<file path="src/rtl/rv2t_sram_read_responder_pkg.sv">
// Shared types for the fetch-side SRAM read responder.
package rv2t_sram_read_responder_pkg;

  // One-hot access phases: idle, low half-word, high half-word.
  typedef enum logic [2:0] {
    S_IDLE = 3'b001,
    S_LO   = 3'b010,
    S_HI   = 3'b100
  } state_t;

  // Wait counter width; caps WAIT_STATES at 7.
  localparam int WCNT_W = 3;

endpackage

</file>
<file path="src/rtl/rv2t_req_slot.sv">
// One-entry overwrite buffer holding the newest request not yet started.
module rv2t_req_slot #(
  parameter int AW = 30
) (
  input  logic          clk,
  input  logic          sync_reset,
  input  logic          write,
  input  logic [AW-1:0] wr_addr,
  input  logic          pop,
  output logic          valid,
  output logic [AW-1:0] addr
);

  // A write always wins over a pop so a request landing on the pop cycle is kept.
  always_ff @(posedge clk) begin
    if (sync_reset) begin
      valid <= 1'b0;
      addr  <= '0;
    end else if (write) begin
      valid <= 1'b1;
      addr  <= wr_addr;
    end else if (pop) begin
      valid <= 1'b0;
    end
  end

endmodule

</file>
<file path="src/rtl/rv2t_sram_read_responder.sv">
// Serves 32-bit fetch reads as two half-word accesses on an async 16-bit SRAM.
module rv2t_sram_read_responder
  import rv2t_sram_read_responder_pkg::*;
#(
  parameter int PC_BITWIDTH    = 32,
  parameter int SRAM_ADDR_BITS = 20,
  parameter int WAIT_STATES    = 1
) (
  input  logic                      clk,
  input  logic                      sync_reset,
  input  logic                      read_mem_enable,
  input  logic [PC_BITWIDTH-1:0]    read_mem_addr,
  output logic                      mem_read_done,
  output logic [31:0]               mem_data,
  output logic [PC_BITWIDTH-1:0]    mem_read_addr_out,
  output logic                      addr_misaligned,
  output logic                      busy,
  output logic [SRAM_ADDR_BITS-1:0] sram_addr,
  output logic                      sram_ce_n,
  output logic                      sram_oe_n,
  output logic                      sram_we_n,
  input  logic [15:0]               sram_data_in
);

  localparam logic [WCNT_W-1:0] LAST_WAIT = WCNT_W'(WAIT_STATES);

  state_t                   state, next_state;
  logic [WCNT_W-1:0]        wcnt;
  logic                     last;
  logic [PC_BITWIDTH-1:2]   req_word, cur_addr, start_addr, slot_addr, next_word;
  logic                     slot_valid, slot_wr, slot_pop, start, slot_valid_nxt;
  logic [15:0]              lo_half;

  assign req_word       = read_mem_addr[PC_BITWIDTH-1:2];
  assign last           = (wcnt == LAST_WAIT);
  assign next_word      = start ? start_addr : cur_addr;
  assign slot_valid_nxt = slot_wr | (slot_valid & ~slot_pop);
  assign sram_we_n      = 1'b1;

  rv2t_req_slot #(.AW(PC_BITWIDTH-2)) u_slot (
    .clk        (clk),
    .sync_reset (sync_reset),
    .write      (slot_wr),
    .wr_addr    (req_word),
    .pop        (slot_pop),
    .valid      (slot_valid),
    .addr       (slot_addr)
  );

  // Next state; a word may start from idle or on the final high-half cycle,
  // with the pending slot served before a fresh request.
  always_comb begin
    next_state = state;
    start      = 1'b0;
    start_addr = req_word;
    slot_wr    = 1'b0;
    slot_pop   = 1'b0;
    case (state)
      S_IDLE, S_HI: begin
        if (state == S_IDLE || last) begin
          if (slot_valid) begin
            start      = 1'b1;
            slot_pop   = 1'b1;
            start_addr = slot_addr;
            slot_wr    = read_mem_enable;
          end else if (read_mem_enable) begin
            start = 1'b1;
          end
          next_state = start ? S_LO : S_IDLE;
        end else begin
          slot_wr = read_mem_enable;
        end
      end
      S_LO: begin
        slot_wr = read_mem_enable;
        if (last) next_state = S_HI;
      end
      default: next_state = S_IDLE;
    endcase
  end

  // State, wait counter and the in-flight word address.
  always_ff @(posedge clk) begin
    if (sync_reset) begin
      state    <= S_IDLE;
      wcnt     <= '0;
      cur_addr <= '0;
    end else begin
      state    <= next_state;
      wcnt     <= (state == S_IDLE || last) ? '0 : wcnt + 1'b1;
      if (start) cur_addr <= start_addr;
    end
  end

  // Half-word capture and the registered response toward the fetcher.
  always_ff @(posedge clk) begin
    if (sync_reset) begin
      lo_half           <= '0;
      mem_read_done     <= 1'b0;
      mem_data          <= '0;
      mem_read_addr_out <= '0;
      addr_misaligned   <= 1'b0;
      busy              <= 1'b0;
    end else begin
      if (state == S_LO && last) lo_half <= sram_data_in;
      mem_read_done   <= (state == S_HI) && last;
      if (state == S_HI && last) begin
        mem_data          <= {sram_data_in, lo_half};
        mem_read_addr_out <= {cur_addr, 2'b00};
      end
      addr_misaligned <= read_mem_enable && (read_mem_addr[1:0] != 2'b00);
      busy            <= (next_state != S_IDLE) || slot_valid_nxt;
    end
  end

  // SRAM pins are registered from the next state so they change cleanly per phase.
  always_ff @(posedge clk) begin
    if (sync_reset) begin
      sram_ce_n <= 1'b1;
      sram_oe_n <= 1'b1;
      sram_addr <= '0;
    end else begin
      sram_ce_n <= (next_state == S_IDLE);
      sram_oe_n <= (next_state == S_IDLE);
      case (next_state)
        S_LO:    sram_addr <= {next_word[SRAM_ADDR_BITS:2], 1'b0};
        S_HI:    sram_addr <= {cur_addr[SRAM_ADDR_BITS:2], 1'b1};
        default: sram_addr <= sram_addr;
      endcase
    end
  end

endmodule
</file>
<file path="config.mk">
export PLATFORM = sky130hd
export DESIGN_NAME = rv2t_sram_read_responder
export DESIGN_NICKNAME = d
export VERILOG_FILES = /design/src/rtl/rv2t_sram_read_responder_pkg.sv /design/src/rtl/rv2t_req_slot.sv /design/src/rtl/rv2t_sram_read_responder.sv
export SDC_FILE = /design/constraint.sdc
export NUM_CORES = 1
export LEC_CHECK = 0
export ABC_AREA = 1
export CORE_ASPECT_RATIO = 1.1
export CORE_MARGIN = 4
export CORE_UTILIZATION = 45
export DETAILED_ROUTE_END_ITERATION = 12
export GPL_TIMING_DRIVEN = 0
export PLACE_DENSITY = 0.78
export SYNTH_ARGS = -nofsm -noshare
export SYNTH_HDL_FRONTEND = slang
export SYNTH_SLANG_ARGS = --single-unit
</file>
<file path="constraint.sdc">
create_clock -name clk -period 1.48 [get_ports clk]
set_input_delay 0.148 -clock clk [delete_from_list [all_inputs] [get_ports clk]]
set_output_delay 0.148 -clock clk [all_outputs]
set_load 0.02 [all_outputs]
</file>
==> results of run 1 <==
==> worst max-delay path: cells and delay by family, from the launching register on <==
family | cells | cell delay, ns
compound gates | 1 | 0.20
flops | 1 | 0.35
simple gates | 6 | 0.82
buf+inv | 2 | 0.30
==> metal layers <==
metal  vias to the layer above  track usage [%]  share of wire, %
met4                         0             14.9               5.3
met5                         -                0                 0
met1                      3089             30.8                38
met2                       378             41.2                48
li1                       3134                -                 -
met3                       100             7.30               8.6
==> final cells by class <==
cell class / count / area (µm²) / area share, %
Timing Repair Buffer: 170 / 1660 / 17.0
Buffer: 62 / 475 / 4.86
Tap cell: 188 / 235 / 2.40
Clock inverter: 11 / 145 / 1.48
Sequential cell: 169 / 3390 / 34.7
Clock buffer: 21 / 460 / 4.70
Multi-Input combinational cell: 553 / 3170 / 32.4
Inverter: 63 / 245 / 2.50
==> sequential cells by signal, indices dropped and copies added, names as in the netlist <==
signal / count
u_slot.valid: 1
mem_read_addr_out: 30
mem_data: 32
wcnt: 3
sram_addr: 20
lo_half: 16
busy: 1
addr_misaligned: 1
mem_read_done: 1
cur_addr: 30
u_slot.addr: 30
state: 3
sram_oe_n: 1
==> cells in the mapped netlist (all sizes together) <==
master  number
a21oi       45
inv         63
ha           2
o22ai        8
nor3         1
xnor2        1
conb         2
buf         34
o21ai      108
a31oi        1
dfxtp      169
nor2       194
or2          6
o211ai      21
clkbuf      29
nand2      102
nand3       39
nand4       20
==> worst max path at each step <==
stage,end,from,cells after the start
2_1_floorplan,sram_addr[11],wcnt[1],10
3_3_place_gp,cur_addr[14],sync_reset,5
3_5_place_dp,state[2],sync_reset,5
4_1_cts,cur_addr[23],wcnt[1],10
5_1_grt,u_slot.addr[2],wcnt[1],9
6_report,u_slot.addr[5],state[0],9
==> logic make-up after synthesis <==
family,share of synthesized area [%]
AOI/OAI and AO/OA,15.1
and+or+nand+nor,23.6
buffers and inverters,8.40
other,0.116
DFF,52.2
adders and majority gates,0.386
xor gates and xnor gates,0.135
==> power groups by stage <==
stage               sequential (µW)  combinational, µW  clock (µW)
floorplan                      6510               3710           0
global placement               6280               5730           0
detailed placement             6320               5850           0
CTS                            6260               7430        4620
global route                   6430               9460        4820
finish                         6350               8970        4590
==> stage by stage <==
step	cell area, µm²	setup TNS [ns]
final	9790	-24.47
after global placement	8130	-51.18
after floorplan	6520	-0.0525
after CTS	9330	-4.12
after detailed placement	8130	-56.29
after global routing	9790	-31.98
==> what timing repair did <==
item,in CTS,in global routing
setup endpoints to repair,248,163
pin swaps,29,34
resized for setup,227,101
hold buffers,0,0
cloned,10,5
buffers inserted,16,4
==> flow_metrics.env, run 1 <==
export IMPL_critPathRequiredTime_ns=1.80
export IMPL_setup_viol=162
export IMPL_pwr_share_clk_pct=23.1
export IMPL_r2r_start="state[0]"
export IMPL_hold_viol=0
export IMPL_portBuffers=137
export IMPL_via_count=6701
export IMPL_yosys_warnings=0
export IMPL_final_cell_mix="nor2_1, dfxtp_1, o21ai_0"
export IMPL_synthCells=845
export IMPL_fin_crit_sh_pct=122
export IMPL_fp_row_count=45
export IMPL_crit_arrival_ns=2.12
export IMPL_place_congestion=0.874
export IMPL_drive_gt1_share_pct=23.4
export IMPL_syn2layout_area_growth_pct=51.1
export IMPL_cp_max_fo=6
export IMPL_intPower_uw=12200
export IMPL_p_sw_share_pct=38.8
export IMPL_die_h_um=134
export IMPL_violations="negative setup slack"
export IMPL_grt_first_pass_wirelength_mm=33.0
export IMPL_track_usage_pct=25.7
export IMPL_grt_setup_unrepaired="yes"
export IMPL_cp_cell_sequence="nor2_1 -> nand2_2 -> nand2_8 -> inv_2 -> nand2_2 -> nand3_2 -> clkbuf_16 -> o21ai_0 -> nor2_1"
export IMPL_totalPowerFinal_uw=19900
export IMPL_nets=1089
export IMPL_worstReg2RegEnd="u_slot.addr[5]"
export IMPL_hold_start="sram_data_in[1]"
export IMPL_hold_ws_ns=0.348
export IMPL_cts_buffer_depth=2
export IMPL_hold_class="in -> reg"
export IMPL_io_pins=141
export IMPL_globalRouteOverflowTotal=0
export IMPL_cpPeakStageDelay_ns=0.35
export IMPL_hold_depth=3
export IMPL_crit_path_top_delay_cell="dfxtp_2"
export IMPL_insertion_delay_ns=0.43
export IMPL_post_synth_top_area_fraction_pct=52.2
export IMPL_hold_end="lo_half[1]"
export IMPL_dieArea_mm2=0.0164
export IMPL_route_detailed_drc=0
export IMPL_drt_iter0_drc=621
export IMPL_power_frac_seq_pct=31.9
export IMPL_max_cap_violations=0
export IMPL_critical_path_class="reg -> reg"
export IMPL_slew_violations=0
export IMPL_antenna_found_initial=0
export IMPL_slew_headroom_pct=58.1
export IMPL_period_needed_ns=1.80
export IMPL_clk_pin_slew_ns=0.07
export IMPL_cellPowerDensity_mw_per_mm2=2030
export IMPL_finalWorstSetupSlack_ns=-0.320
export IMPL_cts_root_buffer_cell="clkbuf_16"
export IMPL_synth_area_mm2=0.00648
export IMPL_rrSetupSlack_ns=-0.32
export IMPL_tightest_slew_ns=0.628
export IMPL_peakVddDrop_mv=0.969
export IMPL_cts_buffers_inserted=17
export IMPL_yosysUniqueCellTypes=26
export IMPL_pre_cts_slack_ns=-0.629
export IMPL_dp_hpwl_mm=13.1
export IMPL_grt_pass1_vias=6456
export IMPL_seq_area_frac_synth_pct=52.2
export IMPL_fmax_mhz=556
export IMPL_final_cell_count_no_fill=1237
export IMPL_synth_seq_cells=169
export IMPL_postRouteAntennaNets=0
export IMPL_start_kind="flop"
export IMPL_finClkSkew_ns=0.00979
export IMPL_nFillCells=1072
export IMPL_cts_tree="built"
export IMPL_drt_pass1_iterations=5
export IMPL_status="complete, but fails checks"
export IMPL_reg2reg_depth=9
export IMPL_worst_setup_path_end_kind="flop"
export IMPL_placed_cells=1171
export IMPL_routed_wl_mm=22.4
export IMPL_p_switching_uw=7730
export IMPL_wl_per_cell_um=18.1
export IMPL_grt_max_degree=17
export IMPL_final_common_cell="nor2_1"
export IMPL_antenna_cells=0
export IMPL_synth_top_area_cell="dfxtp_1"
export IMPL_die_w_um=122
export IMPL_utilization_pct=70.1
export IMPL_initial_core_util_pct=46.4
export IMPL_synth_area_top_cells="dfxtp_1, nor2_1, o21ai_0, nand2_1, a21oi_1"
export IMPL_clock_sinks=169
export IMPL_vias_per_cell=5.42
export IMPL_comb_power_share_pct=45.0
export IMPL_htreeDepth=4
export IMPL_avgSynthCellArea_um2=7.67
export IMPL_coreArea_mm2=0.0140
export IMPL_p_leak_uw=0.00453
(Power assumes the default switching activity.)
==> inputs of run 2 (changes only) <==
--- a/config.mk
+++ b/config.mk
@@ -6,12 +6,11 @@
 export NUM_CORES = 1
 export LEC_CHECK = 0
 export ABC_AREA = 1
-export CORE_ASPECT_RATIO = 1.1
 export CORE_MARGIN = 4
-export CORE_UTILIZATION = 45
+export CORE_UTILIZATION = 40
 export DETAILED_ROUTE_END_ITERATION = 12
 export GPL_TIMING_DRIVEN = 0
-export PLACE_DENSITY = 0.78
+export PLACE_DENSITY = 0.71
 export SYNTH_ARGS = -nofsm -noshare
 export SYNTH_HDL_FRONTEND = slang
 export SYNTH_SLANG_ARGS = --single-unit
==> run 2 against run 1 <==
Critical endpoint is now cur_addr[21]; critical path type unchanged; design area decreased by 2.4%; power decreased by 4.6%; the run still ends with negative setup slack left; clock power decreased by 4.8%; via count decreased by 4.8%; maximum frequency increased by 9.0%.
==> flow_metrics.env, run 2 (synthesis results as in run 1) <==
export IMPL_final_cell_mix="nor2_1, dfxtp_1, dlygate4sd2_1"
export IMPL_io_pins=141
export IMPL_final_design_area_no_fill_mm2=0.00956
export IMPL_drt_pass1_iterations=5
export IMPL_track_usage_pct=22.3
export IMPL_critPathRequiredTime_ns=1.81
export IMPL_worstReg2RegEnd="cur_addr[21]"
export IMPL_p_leak_uw=0.00447
export IMPL_hold_start="sram_data_in[1]"
export IMPL_route_detailed_drc=0
export IMPL_place_congestion=0.877
export IMPL_tightest_slew_ns=0.684
export IMPL_via_count=6381
export IMPL_drt_iter0_drc=576
export IMPL_final_common_cell="nor2_1"
export IMPL_cp_max_fo=5
export IMPL_worst_setup_path_end_kind="flop"
export IMPL_grt_pass1_vias=6191
export IMPL_hold_class="in -> reg"
export IMPL_die_h_um=135
export IMPL_violations="negative setup slack"
export IMPL_cts_hold_buf=0
export IMPL_postRouteAntennaNets=0
export IMPL_place_area_mm2=0.00816
export IMPL_top_register="mem_data"
export IMPL_peakVddDrop_mv=1.20
export IMPL_hold_ws_ns=0.337
export IMPL_clock_sinks=169
export IMPL_multiInputGateArea_mm2=0.00301
export IMPL_fp_row_count=46
export IMPL_rrSetupSlack_ns=-0.17
export IMPL_insertion_delay_ns=0.44
export IMPL_fmax_mhz=606
export IMPL_finClkSkew_ns=0.00872
export IMPL_regArea_mm2=0.00340
export IMPL_max_cap_violations=0
export IMPL_start_kind="flop"
export IMPL_hold_depth=3
export IMPL_cts_tree="built"
export IMPL_grt_first_pass_wirelength_mm=32.1
export IMPL_period_needed_ns=1.65
export IMPL_antenna_cells=0
export IMPL_largest_register_ff_count=32
export IMPL_cts_buffers_inserted=17
export IMPL_setup_viol=107
export IMPL_slew_headroom_pct=54.4
export IMPL_globalRouteOverflowTotal=0
export IMPL_die_w_um=135
export IMPL_finalWorstSetupSlack_ns=-0.171
export IMPL_vias_per_cell=5.09
export IMPL_status="complete, but fails checks"
export IMPL_portBuffers=137
export IMPL_clk_pin_slew_ns=0.07
export IMPL_hold_end="lo_half[1]"
export IMPL_slew_violations=0
export IMPL_cts_buffer_depth=2
export IMPL_crit_arrival_ns=1.98
export IMPL_coreArea_mm2=0.0159
export IMPL_initial_core_util_pct=40.8
export IMPL_dieArea_mm2=0.0183
export IMPL_nFillCells=1422
export IMPL_dp_hpwl_mm=13.7
export IMPL_cts_root_buffer_cell="clkbuf_16"
export IMPL_grt_setup_unrepaired="yes"
export IMPL_totalPowerFinal_uw=19000
export IMPL_htreeDepth=4
export IMPL_grt_max_degree=19
export IMPL_nets=1078
export IMPL_drive_gt1_share_pct=21.7
export IMPL_syn2layout_area_growth_pct=47.6
export IMPL_fin_crit_sh_pct=112
export IMPL_cellPowerDensity_mw_per_mm2=1990
export IMPL_hold_viol=0
export IMPL_wl_per_cell_um=17.1
export IMPL_reg2reg_depth=10
export IMPL_antenna_found_initial=0
export IMPL_routed_wl_mm=21.5
export IMPL_critical_path_class="reg -> reg"
export IMPL_utilization_pct=60.2
export IMPL_r2r_start="state[1]"
export IMPL_fin_setup_tns_ns=-8.13
-- run 2: cell count changes in the layout (fill, tap and decap cells not counted), sizes merged --
cell	previous run	this run
clkinvlp	4	2
nand3	41	39
buf	67	56
bufinv	3	0
clkbuf	49	47
inv	63	72
-- run 2: stage by stage --
| stage | instances | worst slack [ns] |
|---|---|---|
| 2_1_floorplan | 846 | -0.00875 |
| 3_3_place_gp | 1199 | -0.601 |
| 3_5_place_dp | 1199 | -0.586 |
| 4_1_cts | 1241 | -0.129 |
| 5_1_grt | 1254 | -0.244 |
| 6_report | 1254 | -0.171 |
-- run 2: worst max path at each step --
| stage | end | start | cells after the start |
|---|---|---|---|
| floorplan | sram_addr[11] | wcnt[1] | 10 |
| global placement | cur_addr[5] | sync_reset | 5 |
| detailed placement | cur_addr[14] | sync_reset | 5 |
| CTS | cur_addr[21] | wcnt[1] | 11 |
| global route | cur_addr[21] | state[1] | 10 |
| finish | cur_addr[21] | state[1] | 10 |
-- run 2: cell type report --
class	instances	share of cell area, %
clock inverter	15	1.62
multi-input combinational	551	31.5
timing repair buffer	160	16.3
clock buffer	17	4.45
inverter	63	2.60
sequential	169	35.5
buffer	63	5.22
tap	216	2.83
-- run 2: layer usage --
| layer | track usage (%) | wire length (µm) | vias up | part of all wire (%) |
|---|---|---|---|---|
| met5 | 0 | 0 | - | 0 |
| met4 | 8.12 | 555 | 0 | 2.6 |
| met3 | 7.28 | 1620 | 43 | 7.5 |
| met2 | 35.6 | 10200 | 272 | 48 |
| met1 | 28.3 | 9090 | 2962 | 42 |
| li1 | - | - | 3104 | - |
-- run 2: repair_timing --
action	CTS	global route
endpoints found under the setup margin	245	157
buffers inserted	7	8
cloned	3	5
pin swaps	19	24
gates resized for setup	190	133
-- run 2: power by group --
| part | switching (µW) | leakage [µW] | total (µW) | internal, µW |
|---|---|---|---|---|
| Combinational | 4810 | 0.00281 | 8290 | 3490 |
| Sequential | 618 | 0.00138 | 6320 | 5700 |
| Clock | 2120 | 0.000280 | 4370 | 2250 |
| Total | 7550 | 0.00447 | 19000 | 11400 |
-- run 2: worst max-delay path: stages (launching register included) --
cell	delay, ns
dfxtp_2	0.35
inv_2	0.09
nand3_4	0.15
nand2_8	0.15
nand2_4	0.06
nor2_4	0.10
buf_6	0.17
buf_8	0.12
o211ai_1	0.15
o211ai_1	0.14
inv_1	0.06
==> inputs of run 3 (changes only) <==
==> constraint.sdc (replaced) <==
create_clock -name clk -period 1.5 [get_ports clk]
set_input_delay 0.15 -clock clk [delete_from_list [all_inputs] [get_ports clk]]
set_output_delay 0.15 -clock clk [all_outputs]
set_load 0.02 [all_outputs]
==> run 3 against run 2 <==
The flow still finishes with violations (negative setup slack); flip-flop and latch count is the same; global-route usage up 0.51 points; maximum frequency down 4.2%; via count rose by 3.8%; worst hold slack improved by 0.031 ns.
==> flow_metrics.env, run 3 (synthesis results as in run 1) <==
export IMPL_status="complete, but fails checks"
export IMPL_violations="negative setup slack"
export IMPL_clk_pin_slew_ns=0.06
export IMPL_final_cell_count_no_fill=1270
export IMPL_track_usage_pct=22.8
export IMPL_grt_max_degree=17
export IMPL_postRouteAntennaNets=0
export IMPL_final_cell_mix="dfxtp_1, nor2_1, dlygate4sd2_1"
export IMPL_grtUsageMet1_pct=29.9
export IMPL_fin_crit_sh_pct=115
export IMPL_clock_sinks=169
export IMPL_cts_root_buffer_cell="clkbuf_16"
export IMPL_globalRouteOverflowTotal=0
export IMPL_nets=1094
export IMPL_intPower_uw=11600
export IMPL_fin_setup_tns_ns=-9.90
export IMPL_drive_gt1_share_pct=25.2
export IMPL_cellPowerDensity_mw_per_mm2=1900
export IMPL_initial_core_util_pct=40.8
export IMPL_worst_setup_path_end_kind="flop"
export IMPL_hold_class="in -> reg"
export IMPL_p_sw_share_pct=39.6
export IMPL_antenna_found_initial=0
export IMPL_dieArea_mm2=0.0183
export IMPL_grt_most_used_layer="met2"
export IMPL_cts_tree="built"
export IMPL_hold_ws_ns=0.369
export IMPL_largest_register_ff_count=32
export IMPL_crit_arrival_ns=2.10
export IMPL_multiInputGateArea_mm2=0.00320
export IMPL_slew_headroom_pct=61.7
export IMPL_die_h_um=135
export IMPL_p_switching_uw=7580
export IMPL_pwr_share_clk_pct=21.5
export IMPL_antenna_cells=0
export IMPL_critPathRequiredTime_ns=1.88
export IMPL_start_kind="flop"
export IMPL_io_pins=141
export IMPL_grt_util_met2_pct=35.6
export IMPL_grt_use_met3_pct=6.84
export IMPL_syn2layout_area_growth_pct=55.9
export IMPL_htreeDepth=4
export IMPL_tightest_slew_ns=0.575
export IMPL_cp_max_fo=5
export IMPL_drt_pass1_iterations=5
export IMPL_fp_row_count=46
export IMPL_final_common_cell="dfxtp_1"
export IMPL_max_cap_violations=0
export IMPL_pre_cts_slack_ns=-0.657
export IMPL_cts_buffer_depth=2
export IMPL_finClkSkew_ns=0.00681
export IMPL_hold_viol=0
export IMPL_grt_pass1_vias=6262
export IMPL_grt_first_pass_wirelength_mm=32.8
export IMPL_place_congestion=0.862
export IMPL_comb_power_share_pct=45.7
export IMPL_placed_cells=1199
export IMPL_routed_wl_mm=22.9
export IMPL_wl_per_cell_um=18.0
export IMPL_finalWorstSetupSlack_ns=-0.224
export IMPL_setup_viol=125
export IMPL_route_detailed_drc=0
export IMPL_insertion_delay_ns=0.43
export IMPL_cts_buffers_inserted=17
export IMPL_critical_path_class="reg -> reg"
export IMPL_period_needed_ns=1.72
export IMPL_power_frac_seq_pct=32.8
export IMPL_portBuffers=137
export IMPL_die_w_um=135
export IMPL_peakVddDrop_mv=1.25
export IMPL_drt_iter0_drc=628
export IMPL_coreArea_mm2=0.0159
export IMPL_fmax_mhz=580
export IMPL_p_leak_uw=0.00461
export IMPL_dp_hpwl_mm=13.9
export IMPL_slew_violations=0
export IMPL_nFillCells=1333
export IMPL_regArea_mm2=0.00339
export IMPL_top_register="mem_data"
export IMPL_vias_per_cell=5.22
export IMPL_via_count=6624
export IMPL_grt_setup_unrepaired="yes"
==> run 3: cell count changes in the layout (fill, tap and decap cells not counted), moves of 5 or more <==
cell and change:
o21ai_0 -7, buf_6 +10, o21ai_2 -11, nor2_1 -12, nand2_2 +21, clkbuf_2 -12
clkbuf_16 +6, o21ai_1 +18, buf_12 +6, clkbuf_1 +5, nor2_4 +16, nand2_1 -24
==> run 3: critical path, cell delays in order (launching register included) <==
cell and delay (ns):
dfxtp_2 0.34, inv_2 0.04, ha_4 0.17, nand2_8 0.10
nand2_8 0.07, buf_6 0.12, nand3_4 0.11, nand3_4 0.16
clkbuf_16 0.20, o22ai_1 0.17, nand2_1 0.10, nand2_1 0.07
==> run 3: final cells by class <==
cell class | instances | share of cell area (%)
Clock buffer | 19 | 4.49
Tap cell | 216 | 2.68
Buffer | 59 | 5.29
Sequential cell | 169 | 33.6
Clock inverter | 13 | 0.929
Inverter | 63 | 2.50
Timing Repair Buffer | 180 | 18.9
Multi-Input combinational cell | 551 | 31.6
==> run 3: through the flow <==
step | cell area, µm² | util (%) | total power [µW]
2_1_floorplan | 6490 | - | 10000
3_3_place_gp | 8130 | 51.2 | 11900
3_5_place_dp | 8130 | 51.2 | 11900
4_1_cts | 9240 | 58.2 | 17500
5_1_grt | 10100 | 63.6 | 20000
6_report | 10100 | 63.6 | 19100
==> run 3: final timing paths <==
path	startpoint	end	slack, ns	cells past startpoint
hold reg to reg	u_slot.addr[25]	u_slot.addr[25]	0.46	2
setup / recovery	wcnt[1]	sram_addr[10]	-0.22	11
setup reg to reg	wcnt[1]	sram_addr[10]	-0.22	11
hold / removal	read_mem_addr[0]	addr_misaligned	0.37	3
==> run 3: per-layer routing <==
| metal | share of wire, % | vias up |
|---|---|---|
| met5 | 0 | - |
| met2 | 47 | 335 |
| met4 | 3.0 | 0 |
| met1 | 42 | 3094 |
| li1 | - | 3137 |
| met3 | 8.3 | 58 |
==> run 3: power by group through the flow <==
stage               clock network (µW)  registers [µW]  logic, µW
floorplan                            0            6420       3580
global placement                     0            6230       5630
detailed placement                   0            6250       5680
CTS                               4120            6190       7190
global route                      4320            6370       9330
finish                            4120            6270       8750
==> run 3: timing repair <==
| item | in CTS | in global routing |
|---|---|---|
| gates resized for setup | 223 | 187 |
| hold buffers | 0 | 0 |
| cloned | 5 | 13 |
| setup buffers | 17 | 8 |
| pin swaps | 27 | 34 |
| endpoints found under the setup margin | 244 | 161 |
==> patch, RTL diff (settings of run 2) <==
The parameter `SRAM_ADDR_BITS` goes from 20 to 30.
--- a/src/rtl/rv2t_sram_read_responder.sv
+++ b/src/rtl/rv2t_sram_read_responder.sv
@@ -3,7 +3,7 @@
   import rv2t_sram_read_responder_pkg::*;
 #(
   parameter int PC_BITWIDTH    = 32,
-  parameter int SRAM_ADDR_BITS = 20,
+  parameter int SRAM_ADDR_BITS = 30,
   parameter int WAIT_STATES    = 1
 ) (
   input  logic                      clk,
Ports: changed (resized sram_addr); port bits go from 141 to 151. The function was not compared with the original's and may differ.
==> patch against run 2 <==
  * Critical path type unchanged
  * Sequential cell count grew 10
  * Largest power group unchanged
  * Cell count rose by 13%
  * Critical endpoint is now sram_addr[27]$_SDFFE_PP0P_
  * The run still ends with negative setup slack left
  * Total power up 8.9%
  * Clock skew about the same
  * Synthesized area is 11% higher
  * Maximum frequency rose by 1.3%
  * Design area is 8.2% higher
  * Setup slack improved by 0.021 ns
  * Wire length is 4.8% higher
==> patch: results (changes against run 2) <==
synth_cell_type_count: 27  # +3.8%
wl_per_cell_microns: 15.95  # -6.9%
layout-drive-gt1-share_pct: 17.19  # -4.5 points
path_clk_slew_ns: 0.07  # about the same
layout_setup_ws_ns: -0.1495  # +0.02117 ns
largest_reg_flops: 32  # unchanged
status: "finished with violations"
grt_pass1_vias: 6639  # +7.2%
p_leak_uw: 0.005028  # +12%
hp-class: "input pin to flip-flop"
grt_max_degree: 19  # unchanged
clock_latency_ns: 0.44  # about the same
max_slew.worst_pin.slew_ns: 0.9694  # +0.2849 ns
grt.met1_usage_pct: 28.36  # about the same
numCtsBuffers: 17  # unchanged
place_ws_ns: -0.3810  # +0.2053 ns
yosysSeqAreaShare_pct: 49.96  # -2.3 points
worstPathArrival_ns: 1.96  # -0.02 ns
grt.met2_usage_pct: 35.62  # about the same
diodes: 0  # unchanged
grt.total_usage_pct: 21.38  # -0.95 points
ir_drop_mv: 1.178  # -1.8%
antenna_found_initial: 0  # unchanged
setup_viol: 108  # +0.93%
place_hpwl_microns: 14340  # +4.7%
dr.pass1.iters: 5  # unchanged
drv_slew: 0  # unchanged
initialDrtViolationCount: 553  # -4.0%
path_max_fanout: 6  # +1
top_register: "mem_data"
async_flop_share_pct: 0  # unchanged
synth_area_leaders: "dfxtp_1 50%, nand2_1 11%, nor2_1 8.9%"
cts_buffer_depth: 2  # unchanged
portBuffers: 146  # +6.6%
grt_pass1_wl_microns: 34200  # +6.5%
cts_root_buf: "clkbuf_16"
fill_cells: 1556  # +9.4%
cts_max_level: 4  # unchanged
synth_warnings: 0  # unchanged
violations: "negative setup slack"
placedCellCount: 1363  # +14%
hold_viol: 0  # unchanged
fin_tns_setup_ns: -6.847  # +1.280 ns
nets: 1227  # +14%
gp_congestion: 0.8303  # -5.3%
vias_per_cell: 5.033  # -1.1%
syn-mean-instance-area_sq_um: 7.238  # -5.6%
worst_clock_skew_ns: 0.008588  # -0.0001335 ns
vias: 7106  # +11%
ys_top_cells_by_count: "217 x nand2_1, 179 x dfxtp_1, 171 x nor2_1, 106 x o21ai_0, 67 x inv_1"
grt_util_met3_pct: 4.550  # -2.7 points
patch: final cells by class:
type                            instances  area share (%)
Timing Repair Buffer                  165           15.29
Buffer                                 70           5.598
Inverter                               73           2.805
Sequential cell                       179           34.71
Multi-Input combinational cell        668           33.18
Clock inverter                         15           1.584
Clock buffer                           17           4.111
Tap cell                              225           2.720
patch: power breakdown:
part	switching, uW	internal (uW)
logic	5720	3720
registers	671	6020
clock network	2150	2410
patch: final timing paths:
check / startpoint / end / slack [ns] / depth (start not counted)
setup / recovery: wcnt[1]$_SDFF_PP0_ / sram_addr[27]$_SDFFE_PP0P_ / -0.15 / 13
hold / removal: sync_reset / cur_addr[4]$_SDFF_PP0_ / 0.23 / 4
setup reg to reg: wcnt[1]$_SDFF_PP0_ / sram_addr[27]$_SDFFE_PP0P_ / -0.15 / 13
hold reg to reg: cur_addr[16]$_SDFF_PP0_ / mem_read_addr_out[16]$_SDFFE_PP0P_ / 0.48 / 2
patch: critical path, cell delays in order, from the launching register on:
cell     delay (ns)
dfxtp_2        0.35
inv_2          0.05
ha_4           0.17
nand2_8        0.12
inv_8          0.05
nor2_4         0.12
nor2_4         0.07
nand2_4        0.09
nand2_8        0.11
buf_8          0.17
nand2_1        0.05
nand2_1        0.04
nand2_1        0.07
nand2_2        0.06
patch: repair_timing:
action,CTS,global route
pin swaps,17,31
resized for setup,222,108
cloned,2,3
setup endpoints to repair,264,164
setup buffers,9,5
patch: routing by layer:
metal	wire length, microns	up-vias
met1	9833	3307
li1	-	3544
met2	10860	224
met4	359	0
met3	1458	31
met5	0	-
patch: kinds of logic after synthesis:
kind of cell,synth area share (%)
compound gates,12.63
xor+xnor,0.1221
fa+ha+maj,0.3488
buf+inv,8.564
flops,49.96
other cells,0.1047
simple gates,28.27
patch: stage by stage:
step | utilization (%) | instance area (sq um)
after detailed placement | 51.21 | 8920
final | 59.42 | 10350
after global routing | 59.42 | 10350
after global placement | 51.21 | 8920
after CTS | 56.71 | 9877
after floorplan | - | 7177
